### config.mk
export PLATFORM = sky130hd
export DESIGN_NAME = instr_fetch_flat
export DESIGN_NICKNAME = d
export VERILOG_FILES = /design/src/rtl/mips_pkg.sv /design/src/rtl/instr_fetch_if.sv /design/src/rtl/fetch_pc_reg.sv /design/src/rtl/instr_fetch.sv /design/src/flat_wrapper.sv
export SDC_FILE = /design/constraint.sdc
export NUM_CORES = 1
export LEC_CHECK = 0
export ABC_AREA = 1
export CAP_MARGIN = 30
export CELL_PAD_IN_SITES_DETAIL_PLACEMENT = 0
export CELL_PAD_IN_SITES_GLOBAL_PLACEMENT = 1
export CORE_MARGIN = 2
export CORE_UTILIZATION = 30
export DETAILED_ROUTE_END_ITERATION = 8
export PLACE_DENSITY = 0.87
export SYNTH_ARGS = -nofsm -noshare
export SYNTH_HDL_FRONTEND = slang
export SYNTH_SLANG_ARGS = --single-unit
### constraint.sdc
create_clock -name clk -period 2.19 [get_ports clk]
set_input_delay 0.3285 -clock clk [delete_from_list [all_inputs] [get_ports clk]]
set_output_delay 0.3285 -clock clk [all_outputs]
set_load 0.01 [all_outputs]
### src/rtl/mips_pkg.sv
`default_nettype none
// ============================================================================
// Package     : mips_pkg
// Description : Shared constants and the fetch-control priority decode for
//               the MIPS32 instruction fetch stage.
//               RESET_PC_DEFAULT, PC_INC, DATA_W, WORD_SHIFT (byte<->word).
// Revision    : 1.0  initial release
// ============================================================================
package mips_pkg;

  localparam logic [31:0] RESET_PC_DEFAULT = 32'h0000_0000;
  localparam logic [31:0] PC_INC           = 32'd4;
  localparam int          DATA_W           = 32;
  localparam int          WORD_SHIFT       = 2;

  // Which source drives the fetch this cycle, in priority order.
  typedef enum logic [1:0] {
    SEL_RESET    = 2'd0,
    SEL_REDIRECT = 2'd1,
    SEL_HOLD     = 2'd2,
    SEL_SEQ      = 2'd3
  } fetch_sel_e;

  // Single definition of the priority so the address mux and the PC
  // registers can never disagree: reset > redirect > stall > sequential.
  function automatic fetch_sel_e fetch_sel(input logic rst,
                                           input logic redirect,
                                           input logic stall);
    if (rst)           return SEL_RESET;
    else if (redirect) return SEL_REDIRECT;
    else if (stall)    return SEL_HOLD;
    else               return SEL_SEQ;
  endfunction

endpackage
`default_nettype wire

### src/rtl/instr_fetch_if.sv
`default_nettype none
// ============================================================================
// Interface   : instr_fetch_if
// Description : Bundles the fetch stage's control inputs, ROM port and the
//               instruction output toward decode.
//               slave  : fetch-stage view (drives rom_addr and instr_*).
//               master : environment view (drives stall/redirect/rom_data).
// Revision    : 1.0  initial release
// ============================================================================
interface instr_fetch_if #(
  parameter int ADDR_W = 10,
  parameter int DATA_W = 32
);
  logic              stall;
  logic              redirect;
  logic [31:0]       redirect_pc;
  logic [ADDR_W-1:0] rom_addr;
  logic [DATA_W-1:0] rom_data;
  logic [DATA_W-1:0] instr;
  logic [31:0]       instr_pc;
  logic [31:0]       instr_pc_plus4;
  logic              instr_valid;
  logic              fetch_fault;

  modport slave (
    input  stall, redirect, redirect_pc, rom_data,
    output rom_addr, instr, instr_pc, instr_pc_plus4, instr_valid, fetch_fault
  );

  modport master (
    output stall, redirect, redirect_pc, rom_data,
    input  rom_addr, instr, instr_pc, instr_pc_plus4, instr_valid, fetch_fault
  );
endinterface
`default_nettype wire

### src/rtl/fetch_pc_reg.sv
`default_nettype none
// ============================================================================
// Module      : fetch_pc_reg
// Description : Program-counter state of the fetch stage: pc (next PC to
//               issue), fpc (PC whose word is on the ROM data bus) and the
//               valid flag, with the next-PC priority logic.
// Ports       : clk, rst        clock / synchronous active-high reset
//               stall_i         hold all state
//               redirect_i      restart the stream at redirect_pc_i
//               redirect_pc_i   byte address of the redirect target
//               pc_o, fpc_o     issue PC / fetched PC
//               fvalid_o        fetched word is meaningful
// Revision    : 1.0  initial release
// ============================================================================
module fetch_pc_reg
  import mips_pkg::*;
#(
  parameter logic [31:0] RESET_PC = RESET_PC_DEFAULT
) (
  input  wire logic        clk,
  input  wire logic        rst,
  input  wire logic        stall_i,
  input  wire logic        redirect_i,
  input  wire logic [31:0] redirect_pc_i,
  output logic      [31:0] pc_o,
  output logic      [31:0] fpc_o,
  output logic             fvalid_o
);

  logic [31:0] pc_q, pc_d;
  logic [31:0] fpc_q, fpc_d;
  logic        fvalid_q, fvalid_d;

  always_comb begin
    pc_d     = pc_q;
    fpc_d    = fpc_q;
    fvalid_d = fvalid_q;
    case (fetch_sel(rst, redirect_i, stall_i))
      SEL_RESET: begin
        pc_d     = RESET_PC;
        fpc_d    = RESET_PC;
        fvalid_d = 1'b0;
      end
      // Target is issued this edge, so the sequential successor is next.
      SEL_REDIRECT: begin
        fpc_d    = redirect_pc_i;
        pc_d     = redirect_pc_i + PC_INC;
        fvalid_d = 1'b1;
      end
      SEL_HOLD: begin
        pc_d     = pc_q;
      end
      SEL_SEQ: begin
        fpc_d    = pc_q;
        pc_d     = pc_q + PC_INC;
        fvalid_d = 1'b1;
      end
    endcase
  end

  always_ff @(posedge clk) begin
    if (rst) begin
      pc_q     <= RESET_PC;
      fpc_q    <= RESET_PC;
      fvalid_q <= 1'b0;
    end else begin
      pc_q     <= pc_d;
      fpc_q    <= fpc_d;
      fvalid_q <= fvalid_d;
    end
  end

  assign pc_o     = pc_q;
  assign fpc_o    = fpc_q;
  assign fvalid_o = fvalid_q;

endmodule
`default_nettype wire

### src/rtl/instr_fetch.sv
`default_nettype none
// ============================================================================
// Module      : instr_fetch
// Description : MIPS32 instruction fetch stage in front of a synchronous
//               instruction ROM. Drives the ROM word address, pairs each
//               returned word with its PC and presents it to decode.
//               Supports stall (hold) and zero-bubble redirect.
// Ports       : clk, rst   clock / synchronous active-high reset
//               bus        instr_fetch_if.slave (controls, ROM port, output)
// Options     : FETCH_ALIGN_CHECK_EN - when defined, fetch_fault flags an
//               issued PC with bits [1:0] != 0; otherwise fetch_fault = 0.
// Revision    : 1.0  initial release
// ============================================================================
module instr_fetch
  import mips_pkg::*;
#(
  parameter int          ADDR_W   = 10,
  parameter logic [31:0] RESET_PC = RESET_PC_DEFAULT
) (
  input wire logic     clk,
  input wire logic     rst,
  instr_fetch_if.slave bus
);

  logic [31:0] w_pc;
  logic [31:0] w_fpc;
  logic        w_fvalid;
  logic [31:0] w_issue_pc;
  logic        w_unused_addr_bits;

  fetch_pc_reg #(
    .RESET_PC (RESET_PC)
  ) u_pc_reg (
    .clk           (clk),
    .rst           (rst),
    .stall_i       (bus.stall),
    .redirect_i    (bus.redirect),
    .redirect_pc_i (bus.redirect_pc),
    .pc_o          (w_pc),
    .fpc_o         (w_fpc),
    .fvalid_o      (w_fvalid)
  );

  // Byte PC issued to the ROM this cycle. On stall the held word is
  // re-read so the ROM output stays unchanged.
  always_comb begin
    w_issue_pc = w_pc;
    case (fetch_sel(rst, bus.redirect, bus.stall))
      SEL_RESET:    w_issue_pc = RESET_PC;
      SEL_REDIRECT: w_issue_pc = bus.redirect_pc;
      SEL_HOLD:     w_issue_pc = w_fpc;
      SEL_SEQ:      w_issue_pc = w_pc;
    endcase
  end

  // Upper PC bits are dropped so the ROM aliases across the 4 GiB space.
  assign bus.rom_addr       = w_issue_pc[ADDR_W+1:WORD_SHIFT];
  assign w_unused_addr_bits = ^{w_issue_pc[31:ADDR_W+2], w_issue_pc[1:0]};

  assign bus.instr          = bus.rom_data;
  assign bus.instr_pc       = w_fpc;
  assign bus.instr_pc_plus4 = w_fpc + PC_INC;
  assign bus.instr_valid    = w_fvalid;

`ifdef FETCH_ALIGN_CHECK_EN
  logic fault_q;

  // Tracks the alignment of whatever PC becomes fpc on this edge; held
  // whenever fpc is held.
  always_ff @(posedge clk) begin
    if (rst) begin
      fault_q <= 1'b0;
    end else if (bus.redirect || !bus.stall) begin
      fault_q <= |w_issue_pc[1:0];
    end
  end

  assign bus.fetch_fault = fault_q;
`else
  assign bus.fetch_fault = 1'b0;
`endif

endmodule
`default_nettype wire

### src/flat_wrapper.sv
// flat-port wrapper written by rule: the top's interface ports become plain ports
module instr_fetch_flat import mips_pkg::*;
#(
  parameter int          ADDR_W   = 10,
  parameter logic [31:0] RESET_PC = RESET_PC_DEFAULT
)
  (clk, rst, bus_stall, bus_redirect, bus_redirect_pc, bus_rom_data, bus_rom_addr, bus_instr, bus_instr_pc, bus_instr_pc_plus4, bus_instr_valid, bus_fetch_fault);
  instr_fetch_if #(.ADDR_W(ADDR_W), .DATA_W(32)) bus_i ();
  input wire logic clk;
  input wire logic rst;
  input wire logic [$bits(bus_i.stall)-1:0] bus_stall;
  input wire logic [$bits(bus_i.redirect)-1:0] bus_redirect;
  input wire logic [$bits(bus_i.redirect_pc)-1:0] bus_redirect_pc;
  input wire logic [$bits(bus_i.rom_data)-1:0] bus_rom_data;
  output wire logic [$bits(bus_i.rom_addr)-1:0] bus_rom_addr;
  output wire logic [$bits(bus_i.instr)-1:0] bus_instr;
  output wire logic [$bits(bus_i.instr_pc)-1:0] bus_instr_pc;
  output wire logic [$bits(bus_i.instr_pc_plus4)-1:0] bus_instr_pc_plus4;
  output wire logic [$bits(bus_i.instr_valid)-1:0] bus_instr_valid;
  output wire logic [$bits(bus_i.fetch_fault)-1:0] bus_fetch_fault;
  assign bus_i.stall = bus_stall;
  assign bus_i.redirect = bus_redirect;
  assign bus_i.redirect_pc = bus_redirect_pc;
  assign bus_i.rom_data = bus_rom_data;
  assign bus_rom_addr = bus_i.rom_addr;
  assign bus_instr = bus_i.instr;
  assign bus_instr_pc = bus_i.instr_pc;
  assign bus_instr_pc_plus4 = bus_i.instr_pc_plus4;
  assign bus_instr_valid = bus_i.instr_valid;
  assign bus_fetch_fault = bus_i.fetch_fault;
  instr_fetch #(.ADDR_W(ADDR_W), .RESET_PC(RESET_PC)) u_core (.clk(clk), .rst(rst), .bus(bus_i));
endmodule
# After elaboration in Yosys (flattened, before gate mapping)
# Cells that the tools add are included.
# totals
in_bits	68
ff_bits	65
# op_classes
n_addsub	3
n_mux	7
eq_ne	3
n_reduce_logical	4
# ops
op	count
$pmux W32 S3	2
$add A32 B3 Y32 const B	3
$pmux W12 S4	1
$eq A2 B2 Y1 const B	2
$mux W2	2
$reduce_bool A3 Y1	1
$eq A2 B1 Y1 const B	1
$logic_not A2 Y1	1
$pmux W1 S2	1
$reduce_bool A2 Y1	1
$reduce_or A2 Y1	1
$mux W1	1

# Depth between registers and ports, before layout
# depth
word_depth	6
depth_mapped	14

# Cells and area by module
# From an unflattened synthesis, not the netlist that was laid out.
# unflattened
cells_unflattened	811
hier_area_um2	5079.9
# modules_own_cells
mod	n_inst	cells_each	area_each_um2
fetch_pc_reg	1	559	3777.4
instr_fetch	1	252	1302.5

# Worst setup path before layout
# OpenSTA, ideal clock, no wires.
# synth_timing
path_kind	reg-to-output
start	register u_core.u_pc_reg.fpc_q[3], in the netlist u_core.u_pc_reg.fpc_o[3]
end	output port bus_instr_pc_plus4[26]
path_slack_ns	0.000
arrival_ns	1.861
stages_incl_launch_ff	11
cell_sequence	dfxtp_1 -> ha_1 -> nand2_1 -> nor3_2 -> nand2_1 -> nor2_1 -> nand2_1 -> nor2_2 -> nand2_1 -> nor2_1 -> xor2_1
# synth_between
elab_chain_cells	1
# synth_rtl
element	line	source
start, declared	fetch_pc_reg.sv:31	logic [31:0] fpc_q, fpc_d;
start signal, assigned	fetch_pc_reg.sv:68	fpc_q <= fpc_d;
$add A32 B3 Y32	instr_fetch.sv:62	assign bus.instr_pc_plus4 = w_fpc + PC_INC;
end, declared	flat_wrapper.sv:18	output wire logic [$bits(bus_i.instr_pc_plus4)-1:0] bus_instr_pc_plus4;
# Every way passes these cells.

# Worst setup path after layout
# layout_timing
start	register u_core.u_pc_reg.fpc_q[5], in the netlist u_core.u_pc_reg.fpc_o[5]
end	output port bus_instr_pc_plus4[31]
# The elaborated chain is that of the path after synthesis.

==> results_dict.tcl <==
set metrics [dict create \
    crit_arrival_ps 2040 \
    grt_pass1_vias 5142 \
    cp-start-kind "register" \
    start_util_pct 30.7 \
    nFillCells 1462 \
    synthArstFlopShare_pct 0 \
    most-common-layout-cells "nand2_1, buf_4, inv_1" \
    die_y_um 128 \
    holdCritPathClass "reg -> reg" \
    swShare_pct 29.6 \
    leakage_nw 3.70 \
    hp-start "u_core.u_pc_reg.fvalid_o" \
    power_frac_clock_pct 38.1 \
    grt_usage_pct 19.9 \
    core_um2 15100 \
    r2r-end "u_core.u_pc_reg.pc_o[12]" \
    maxCapViolations 0 \
    ys.flop_type "dfxtp_1" \
    fp.dieW_um 128 \
    io_pins 176 \
    first_iter_violations 469 \
    whs_endpoint "u_core.u_pc_reg.fvalid_o" \
    avgSynthCellArea_um2 6.25 \
    ctsHoldBuffers 0 \
    seq_power_share_pct 35.4 \
    num_antenna_cells 0 \
    synthDistinctLibCells 37 \
    cts-root-buf "clkbuf_16" \
    route.detailed.drc 0 \
    cp.required_ps 1860 \
    grt_max_degree 29 \
    clk_pin_slew_ps 60 \
    place_area_um2 6840 \
    fin_crit_sh_pct 108 \
    cts_tree "yes" \
    min_period_ps 2370 \
    dr.pass1.iters 7 \
    p_per_area_nw_per_um2 506 \
    place_congestion 0.889 \
    syn_nets 813 \
    portBuffers 110 \
    p_sw_mw 1.13 \
    yosysSeqAreaShare_pct 28.0 \
    htreeDepth 3 \
    ys_warn_count 0 \
    cp-end-kind "primary output" \
    wirelength_mm 16.8 \
    r2r_slack_ps 500 \
    place_hpwl_mm 12.9 \
    ir_worst_vdd_mv 0.381 \
    slew_viol_final 0 \
    grt_overflow 0 \
    netlist_area_um2 4650 \
    vias 5543 \
    crit_path_max_fanout 3 \
    die_area_um2 16500 \
    drive_above_1_share_pct 31.6 \
    r2r_cells 9 \
    reg2reg_from "u_core.u_pc_reg.pc_o[3]" \
    rows 45 \
    antenna_left 0 \
    critical_path_class "reg -> out" \
    setup_tns_ps -939 \
    setup_ws_ps -176 \
    finalSetupViolCount 10 \
    ctsLongestPathBuffers 2 \
    rsz0062_at_grt "true" \
    timing_hold_violations_final 0 \
    grt_pass1_wl_mm 26.0 \
    p_int_mw 2.69 \
    final_nets 1060 \
    final_util_pct 49.8 \
    cts_buffers 9 \
    clk-insertion-delay-late_ps 340 \
    place_ws_ps -402 \
    hold_path_depth 2 \
    violations "negative setup slack" \
    wl_per_cell_um 14.2 \
    syn2layout_area_growth_pct 62.4 \
    final_common_cell "nand2_1" \
    status "complete, but fails checks" \
    finClkSkew_ps 7.07 \
    clkSinkCount 65 \
    fin_area_um2 7550 \
    p_comb_share_pct 26.5 \
    vias_per_cell 4.69 \
    syn_inst 743 \
    antenna_found_initial 0 \
    ys_ff_latch 65 \
    fmax_mhz 423 \
    synth_edf_count 0 \
]
-- power groups by stage --
stage	sequential [mW]	clock, mW	combinational (mW)
after detailed placement	1.37	0	0.988
final	1.35	1.45	1.01
after global placement	1.36	0	0.985
after CTS	1.35	1.48	0.980
after floorplan	1.38	0	0.450
after global routing	1.36	1.53	1.10
-- worst max-delay path by stage --
stage,startpoint,endpoint,slack (ps),depth (start not counted)
CTS,u_core.u_pc_reg.fpc_o[2],bus_instr_pc_plus4[26],-260,11
detailed placement,rst,bus_rom_addr[1],-400,9
global placement,rst,bus_rom_addr[1],-390,8
global route,u_core.u_pc_reg.fpc_o[2],bus_instr_pc_plus4[31],-290,12
floorplan,u_core.u_pc_reg.fpc_o[3],bus_instr_pc_plus4[26],0.05,10
finish,u_core.u_pc_reg.fpc_o[5],bus_instr_pc_plus4[31],-180,11
-- cell type report --
cell class | count | area, um^2 | share of cell area (%)
Clock buffer | 11 | 243 | 3.22
Clock inverter | 5 | 55.1 | 0.730
Inverter | 88 | 333 | 4.41
Multi-Input combinational cell | 534 | 2950 | 39.1
Sequential cell | 65 | 1320 | 17.4
Tap cell | 188 | 235 | 3.12
Timing Repair Buffer | 292 | 2410 | 32.0
-- flip-flops by register name (all words and copies together), names as in the netlist --
register                  cells
u_core.u_pc_reg.pc_o         32
u_core.u_pc_reg.fpc_o        32
u_core.u_pc_reg.fvalid_o      1
-- kinds of logic after synthesis --
group / Yosys count / share of synthesized area, %
AO/OA/AOI/OAI: 70 / 10.5
other: 1 / 0.0807
XOR/XNOR: 30 / 5.65
AND/OR/NAND/NOR: 430 / 39.8
adder cells (fa/ha/maj): 2 / 0.538
flip-flops: 65 / 28.0
buffers and inverters: 145 / 15.4
-- timing repair --
action / CTS / global route
buffers inserted: 13 / 11
gates cloned: 0 / 1
pin swaps: 16 / 30
gates resized for setup: 125 / 86
setup endpoints to repair: 37 / 49
-- worst max-delay path, stage by stage, from the launching register on --
cell     delay [ps]
dfxtp_2         360
nand2_4          80
nor2_4          170
nand2_4          80
nor2_4          100
nand2_2          90
nor3_4          170
buf_6           130
nand2_4          50
nor3_4          160
xor2_1          160
buf_2           150
-- Yosys cell counts (3+ instances only) --
cell type	count	area (um^2)
o21ai_1	3	15.0
buf_2	6	30.0
nor2_2	6	37.5
inv_1	83	312
nor3_2	3	30.0
o211ai_1	25	188
inv_2	5	18.8
nor3_1	8	40.0
nor2_1	75	282
dfxtp_1	65	1300
nand3_1	72	360
nand4_1	8	50.1
nand3_2	3	30.0
nand2_2	3	18.8
clkbuf_1	9	33.8
buf_6	3	33.8
o221ai_1	15	131
a21oi_1	9	45.0
o21ai_0	10	50.1
buf_4	38	285
nand2_1	245	920
xor2_1	28	245
-- metrics by stage --
step                      instances  total power, mW  hold WS [ps]
after floorplan                 743             1.83           423
after global placement         1145             2.35           429
after detailed placement       1145             2.35           440
after CTS                      1173             3.80           453
after global routing           1183             3.99           476
final                          1183             3.82           450
-- per-layer routing --
metal / global-route usage, % / up-vias / wire [um] / part of all wire [%]
met4: 5.75 / 0 / 354 / 2.1
met1: 26.7 / 2502 / 7880 / 47
met2: 32.9 / 161 / 7750 / 46
met3: 3.12 / 25 / 817 / 4.9
li1: - / 2855 / - / -
met5: 0 / - / 0 / 0
Note: power is estimated with default switching activity, not from simulation.
==> variant 1: new RTL, same settings <==
`ADDR_W` is set to 10 in 3 places; all go to 9.
--- a/src/rtl/instr_fetch_if.sv
+++ b/src/rtl/instr_fetch_if.sv
@@ -8,7 +8,7 @@
 // Revision    : 1.0  initial release
 // ============================================================================
 interface instr_fetch_if #(
-  parameter int ADDR_W = 10,
+  parameter int ADDR_W = 9,
   parameter int DATA_W = 32
 );
   logic              stall;
--- a/src/rtl/instr_fetch.sv
+++ b/src/rtl/instr_fetch.sv
@@ -14,7 +14,7 @@
 module instr_fetch
   import mips_pkg::*;
 #(
-  parameter int          ADDR_W   = 10,
+  parameter int          ADDR_W   = 9,
   parameter logic [31:0] RESET_PC = RESET_PC_DEFAULT
 ) (
   input wire logic     clk,
--- a/src/flat_wrapper.sv
+++ b/src/flat_wrapper.sv
@@ -1,7 +1,7 @@
 // flat-port wrapper written by rule: the top's interface ports become plain ports
 module instr_fetch_flat import mips_pkg::*;
 #(
-  parameter int          ADDR_W   = 10,
+  parameter int          ADDR_W   = 9,
   parameter logic [31:0] RESET_PC = RESET_PC_DEFAULT
 )
   (clk, rst, bus_stall, bus_redirect, bus_redirect_pc, bus_rom_data, bus_rom_addr, bus_instr, bus_instr_pc, bus_instr_pc_plus4, bus_instr_valid, bus_fetch_fault);
Interface: changed (resized bus_rom_addr); port bits go from 176 to 175. No check against the original RTL was run, so the function may have changed too.
==> variant 1 against the unedited design <==
  * Power down 0.98%
  * Fmax increased by 4.9%
  * Design area fell by 2.1%
  * The run still ends with negative setup slack left
  * First-iteration DRC count decreased by 39%
  * Routed wire length decreased by 6.3%
  * Worst hold slack improved by 0.00083 ns
  * Sequential cell count unchanged
  * Count of clock-buffer cells in the layout decreased by 1
  * Largest power group unchanged
  * Setup slack better by 0.11 ns
  * Clock power up 7%
  * Largest cell class unchanged
  * Synthesized cell count decreased by 3.6%
  * Area after synthesis rose by 0.54%
==> variant 1: results (changes against the unedited design) <==
INFO  metric outcome = complete, but fails checks
INFO  metric failed_checks = negative setup slack
INFO  metric register_area_share_after_synthesis = 0.279 (-0.00150)
INFO  metric io_buffer_count = 109 (-0.91%)
INFO  metric post_synth_num_cell_types = 39 (+5.4%)
INFO  metric antenna_cells = 0 (unchanged)
INFO  metric clock_tree.htree_level_count = 3 (unchanged)
INFO  metric nFillCells = 1521 (+4.0%)
INFO  metric synth_compound_gate_area_share = 0.0937 (-0.0115)
INFO  metric cts_inserted_buffers = 9 (unchanged)
INFO  metric synth.net_count = 786 (-3.3%)
INFO  metric worst_skew_pair.late_latency = 0.33 ns
INFO  metric setup_violations = 7 (-3)
INFO  metric leakagePower = 0.00352 uW (-5.0%)
INFO  metric grt_antenna_before_repair = 0 (unchanged)
INFO  metric postPlaceCellArea = 0.00675 sq mm (-1.4%)
INFO  metric worst_clock_skew = 0.00789 ns (+0.000818 ns)
INFO  metric place.detailed.hpwl = 12.3 mm (-4.9%)
INFO  metric netlist_top_cells_count = nand2_1 (232), inv_1 (73), dfxtp_1 (65)
INFO  metric grt_pass1_wl = 25.1 mm (-3.2%)
INFO  metric vias = 5305 (-4.3%)
INFO  metric adder_cell_share_of_the_synthesized_area = 0.00536 (-0.0000288)
INFO  metric synth_warnings = 0 (unchanged)
INFO  metric placement.setup.worst_slack = -0.440 ns (-0.0382 ns)
INFO  metric starting_drc_count_in_detailed_routing = 286 (-39%)
INFO  metric synthXorXnorAreaFrac = 0.0544 (-0.00218)
INFO  metric gp_congestion = 0.909 (+2.3%)
INFO  metric synth-main-ff-cell = dfxtp_1
INFO  metric grt_max_degree = 24 (-17%)
INFO  metric via_count_of_the_first_global_routing_pass = 4970 (-3.3%)
INFO  metric finalNetCount = 1007 (-5.0%)
INFO  metric synth.mux.area_fraction = 0 (unchanged)
INFO  metric drive_gt1_frac = 0.323 (+0.00714)
INFO  metric postSynth.asyncResetShare = 0 (unchanged)
INFO  metric globalRouteTotalUtil = 0.191 (-0.00780)
INFO  metric path_max_fanout = 3 (unchanged)
INFO  metric synth.area.top_cells = dfxtp_1 (28%), nand2_1 (19%), nand3_1 (6.5%)
INFO  metric switching_share = 0.284 (-0.0121)
INFO  metric wire_per_inst = 13.9 microns (-1.9%)
INFO  metric drt_pre_antenna_iters = 5 (-2)
INFO  metric clock_tree.buffer_depth = 2 (unchanged)
INFO  metric cts.reportedPaths.clkPinSlew = 0.06 ns (about the same)
INFO  metric worstPathArrival = 1.93 ns (-0.11 ns)
INFO  metric power.ir.vdd_worst = 0.000369 V (-3.2%)
INFO  metric ctsRootBufferMaster = clkbuf_16
INFO  metric holdCritPathClass = flip-flop to flip-flop
INFO  metric fin_ws = -0.0659 ns (+0.110 ns)
-- variant 1: cell types whose count changed in the layout (fill, tap and decap cells not counted), moves of 4 or more --
cell           change
nor2_1            -11
buf_4             -26
inv_1             -10
nand3_2           +10
nand2_2           +13
and2_1             +4
nand2_1           -16
clkbuf_2           -4
dlygate4sd2_1      +7
o221ai_1           -6
nand3_1           -13
-- variant 1: metal layers --
layer	part of all wire	wire length (microns)	GRT usage	vias to the layer above
met2	0.47	7410	0.317	152
met1	0.46	7180	0.255	2428
met3	0.056	877	0.0349	20
met4	0.018	283	0.0512	0
met5	0	0	0	-
li1	-	-	-	2705
-- variant 1: final timing paths --
path	from	endpoint	slack, ns	cells after the start
max	u_core.u_pc_reg.fpc_o[3]	bus_instr_pc_plus4[31]	-0.07	12
min	u_core.u_pc_reg.fvalid_o	u_core.u_pc_reg.fvalid_o	0.45	2
max reg2reg	u_core.u_pc_reg.pc_o[3]	u_core.u_pc_reg.pc_o[30]	0.50	10
min reg2reg	u_core.u_pc_reg.fvalid_o	u_core.u_pc_reg.fvalid_o	0.45	2
-- variant 1: timing repair --
item / in CTS / in global routing
setup buffers: 6 / 6
resized for setup: 111 / 73
setup endpoints to repair: 38 / 49
endpoints found under the hold margin: 0 / 0
pin swaps: 14 / 29
-- variant 1: worst max-delay path, cell delays in order (launching register included) --
cell and delay, ns:
dfxtp_4 0.36, buf_6 0.10, nand3_4 0.08, inv_4 0.07, nand2_4 0.05, nor2_4 0.09, nand2_2 0.08, nor3_4 0.14
buf_6 0.12, nand2_4 0.05, nor3_4 0.13, xor2_1 0.15, buf_2 0.14
-- variant 1: power groups by stage --
| stage | Clock (uW) | Sequential [uW] | Combinational [uW] |
|---|---|---|---|
| after global routing | 1620 | 1340 | 979 |
| after detailed placement | 0 | 1350 | 884 |
| after global placement | 0 | 1340 | 881 |
| final | 1550 | 1330 | 901 |
| after floorplan | 0 | 1370 | 421 |
| after CTS | 1570 | 1320 | 869 |
-- variant 1: cells by family after synthesis --
group                      count (synthesis)
AOI/OAI and AO/OA                         63
xor gates and xnor gates                  29
adders and majority gates                  2
buffers and inverters                    133
DFF                                       65
other                                      1
and+or+nand+nor                          423
-- variant 1: layout make-up --
type	count	area, sq um	area share
clock buffers	10	229	0.0310
inverters	78	300	0.0406
flip-flops and latches	65	1320	0.178
repair buffers	265	2250	0.304
well taps	188	235	0.0318
multi-input cells	518	2970	0.402
clock inverters	6	92.6	0.0125
-- variant 1: per-stage QoR --
stage	instances	setup TNS [ns]
floorplan	716	0
global placement	1104	-10.84
detailed placement	1104	-12.00
CTS	1126	-1.36
global route	1130	-1.19
finish	1130	-0.222
==> variant 2: new RTL, same flow settings <==
Without the edit above. The option `FETCH_ALIGN_CHECK_EN` is turned on by a define.
--- a/src/rtl/instr_fetch.sv
+++ b/src/rtl/instr_fetch.sv
@@ -11,6 +11,8 @@
 //               issued PC with bits [1:0] != 0; otherwise fetch_fault = 0.
 // Revision    : 1.0  initial release
 // ============================================================================
+`define FETCH_ALIGN_CHECK_EN
+
 module instr_fetch
   import mips_pkg::*;
 #(
Function: changed (Yosys sat finds a counterexample within 4 cycles, from zero or initial values and one cycle with rst high).
==> variant 2 against the unedited design <==
  * Sequential power is essentially flat
  * Highest routed layer unchanged
  * Cell count shrank 4.5%
  * Fmax shrank 3.6%
  * Global-route usage shrank 0.60 points
  * The run still ends with negative setup slack left
  * Area after synthesis grew 0.67%
  * Design area shrank 2.2%
  * Clock skew grew 0.0014 ns
  * Power grew 1.0%
  * Setup slack lost 0.089 ns
  * Register-to-register slack gained 0.02 ns
  * Sequential cell count grew 1
  * Largest cell class unchanged
  * Routed wire length shrank 5.8%
==> variant 2: results (changes against the unedited design) <==
INFO  metric synth.net_count = 782 (-3.8%)
INFO  metric fin_ws = -0.265 ns (-0.0885 ns)
INFO  metric met2WireLength = 7.51 mm (-3.2%)
INFO  metric wire_per_inst = 14.0 microns (-1.3%)
INFO  metric holdCritPathClass = flip-flop to flip-flop
INFO  metric synth.area.top_cells = dfxtp_1 (28%), nand2_1 (17%), nand3_1 (6.6%)
INFO  metric globalRouteTotalUtil = 0.193 (-0.00600)
INFO  metric place.detailed.hpwl = 12.4 mm (-3.6%)
INFO  metric synthXorXnorAreaFrac = 0.0543 (-0.00225)
INFO  metric grt_pass1_wl = 25.6 mm (-1.5%)
INFO  metric route.final.wire_length = 15.8 mm (-5.8%)
INFO  metric netlist_top_cells_count = nand2_1 (212), inv_1 (78), dfxtp_1 (66)
INFO  metric cts.reportedPaths.clkPinSlew = 0.06 ns (about the same)
INFO  metric clock_tree.buffer_depth = 2 (unchanged)
INFO  metric setup_violations = 9 (-1)
INFO  metric post_drt_via_cell_ratio = 4.69 (about the same)
INFO  metric starting_drc_count_in_detailed_routing = 356 (-24%)
INFO  metric setup_total_neg_slack = -1.38 ns (-0.443 ns)
INFO  metric detailroute.wirelength.met3 = 736 microns (-9.9%)
INFO  metric worst_clock_skew = 0.00848 ns (+0.00142 ns)
INFO  metric gp_congestion = 0.876 (-1.5%)
INFO  metric highest-signal-layer = met4
INFO  metric mapped_avg_cell_area = 6.57 sq um (+5.1%)
INFO  metric via_count_of_the_first_global_routing_pass = 5151 (+0.18%)
INFO  metric place_inst = 1103 (-3.7%)
INFO  metric adder_cell_share_of_the_synthesized_area = 0.00535 (-0.0000360)
INFO  metric outcome = complete, but fails checks
INFO  metric grt_max_degree = 37 (+28%)
INFO  metric leakagePower = 0.00340 uW (-8.1%)
INFO  metric nFillCells = 1477 (+1.0%)
INFO  metric finalNetCount = 1007 (-5.0%)
INFO  metric register_area_share_after_synthesis = 0.282 (+0.00241)
INFO  metric synth_compound_gate_area_share = 0.112 (+0.00652)
INFO  metric cts_resized = 130 (+4.0%)
INFO  metric drt_pre_antenna_iters = 7 (unchanged)
INFO  metric postPlaceCellArea = 0.00678 sq mm (-0.88%)
INFO  metric top_family_by_delay_on_critical_path = simple AND/OR/NAND/NOR gates
INFO  metric post_cts_buffers = 12 (-1)
INFO  metric met1Wirelength = 7.36 mm (-6.6%)
INFO  metric failed_checks = negative setup slack
[variant 2: kinds of logic after synthesis]
| group | count (synthesis) |
|---|---|
| fa+ha+maj | 2 |
| xor+xnor | 29 |
| compound gates | 76 |
| buf+inv | 137 |
| flops | 66 |
| simple gates | 402 |
[variant 2: through the flow]
stage / utilization / worst slack (ns)
floorplan: - / 0.143
global placement: 0.446 / -0.313
CTS: 0.477 / -0.375
global route: 0.485 / -0.431
finish: 0.485 / -0.265
detailed placement: 0.446 / -0.326
[variant 2: final timing paths]
| check | startpoint | to | slack, ns | depth (start not counted) |
|---|---|---|---|---|
| worst min register to register | u_core.bus.fetch_fault | u_core.bus.fetch_fault | 0.45 | 2 |
| worst max-delay path | u_core.u_pc_reg.fpc_o[2] | bus_instr_pc_plus4[26] | -0.26 | 9 |
| worst max register to register | u_core.u_pc_reg.pc_o[3] | u_core.u_pc_reg.pc_o[30] | 0.52 | 10 |
| worst min-delay path | u_core.bus.fetch_fault | u_core.bus.fetch_fault | 0.45 | 2 |
[variant 2: layer usage]
metal  track usage  vias to the layer above
met5             0                        -
met4        0.0543                        0
met3        0.0249                       17
met2         0.327                      129
met1         0.256                     2414
li1              -                     2736
[variant 2: worst min-delay path, cell delays in order, from the launching register on]
cell     delay, ns
dfxtp_1       0.31
nand2_1       0.06
nand2_1       0.04
[variant 2: layout make-up]
class | instances | area share
multi-input cells | 509 | 0.394
repair buffers | 270 | 0.309
flip-flops and latches | 66 | 0.180
inverters | 81 | 0.0412
clock buffers | 11 | 0.0329
well taps | 188 | 0.0319
clock inverters | 5 | 0.0105
[variant 2: report_power, final]
group | internal (uW) | leakage (uW) | switching (uW) | total [uW]
Clock | 1020 | 0.000156 | 542 | 1570
Combinational | 458 | 0.00270 | 481 | 939
Sequential | 1290 | 0.000548 | 60.8 | 1350
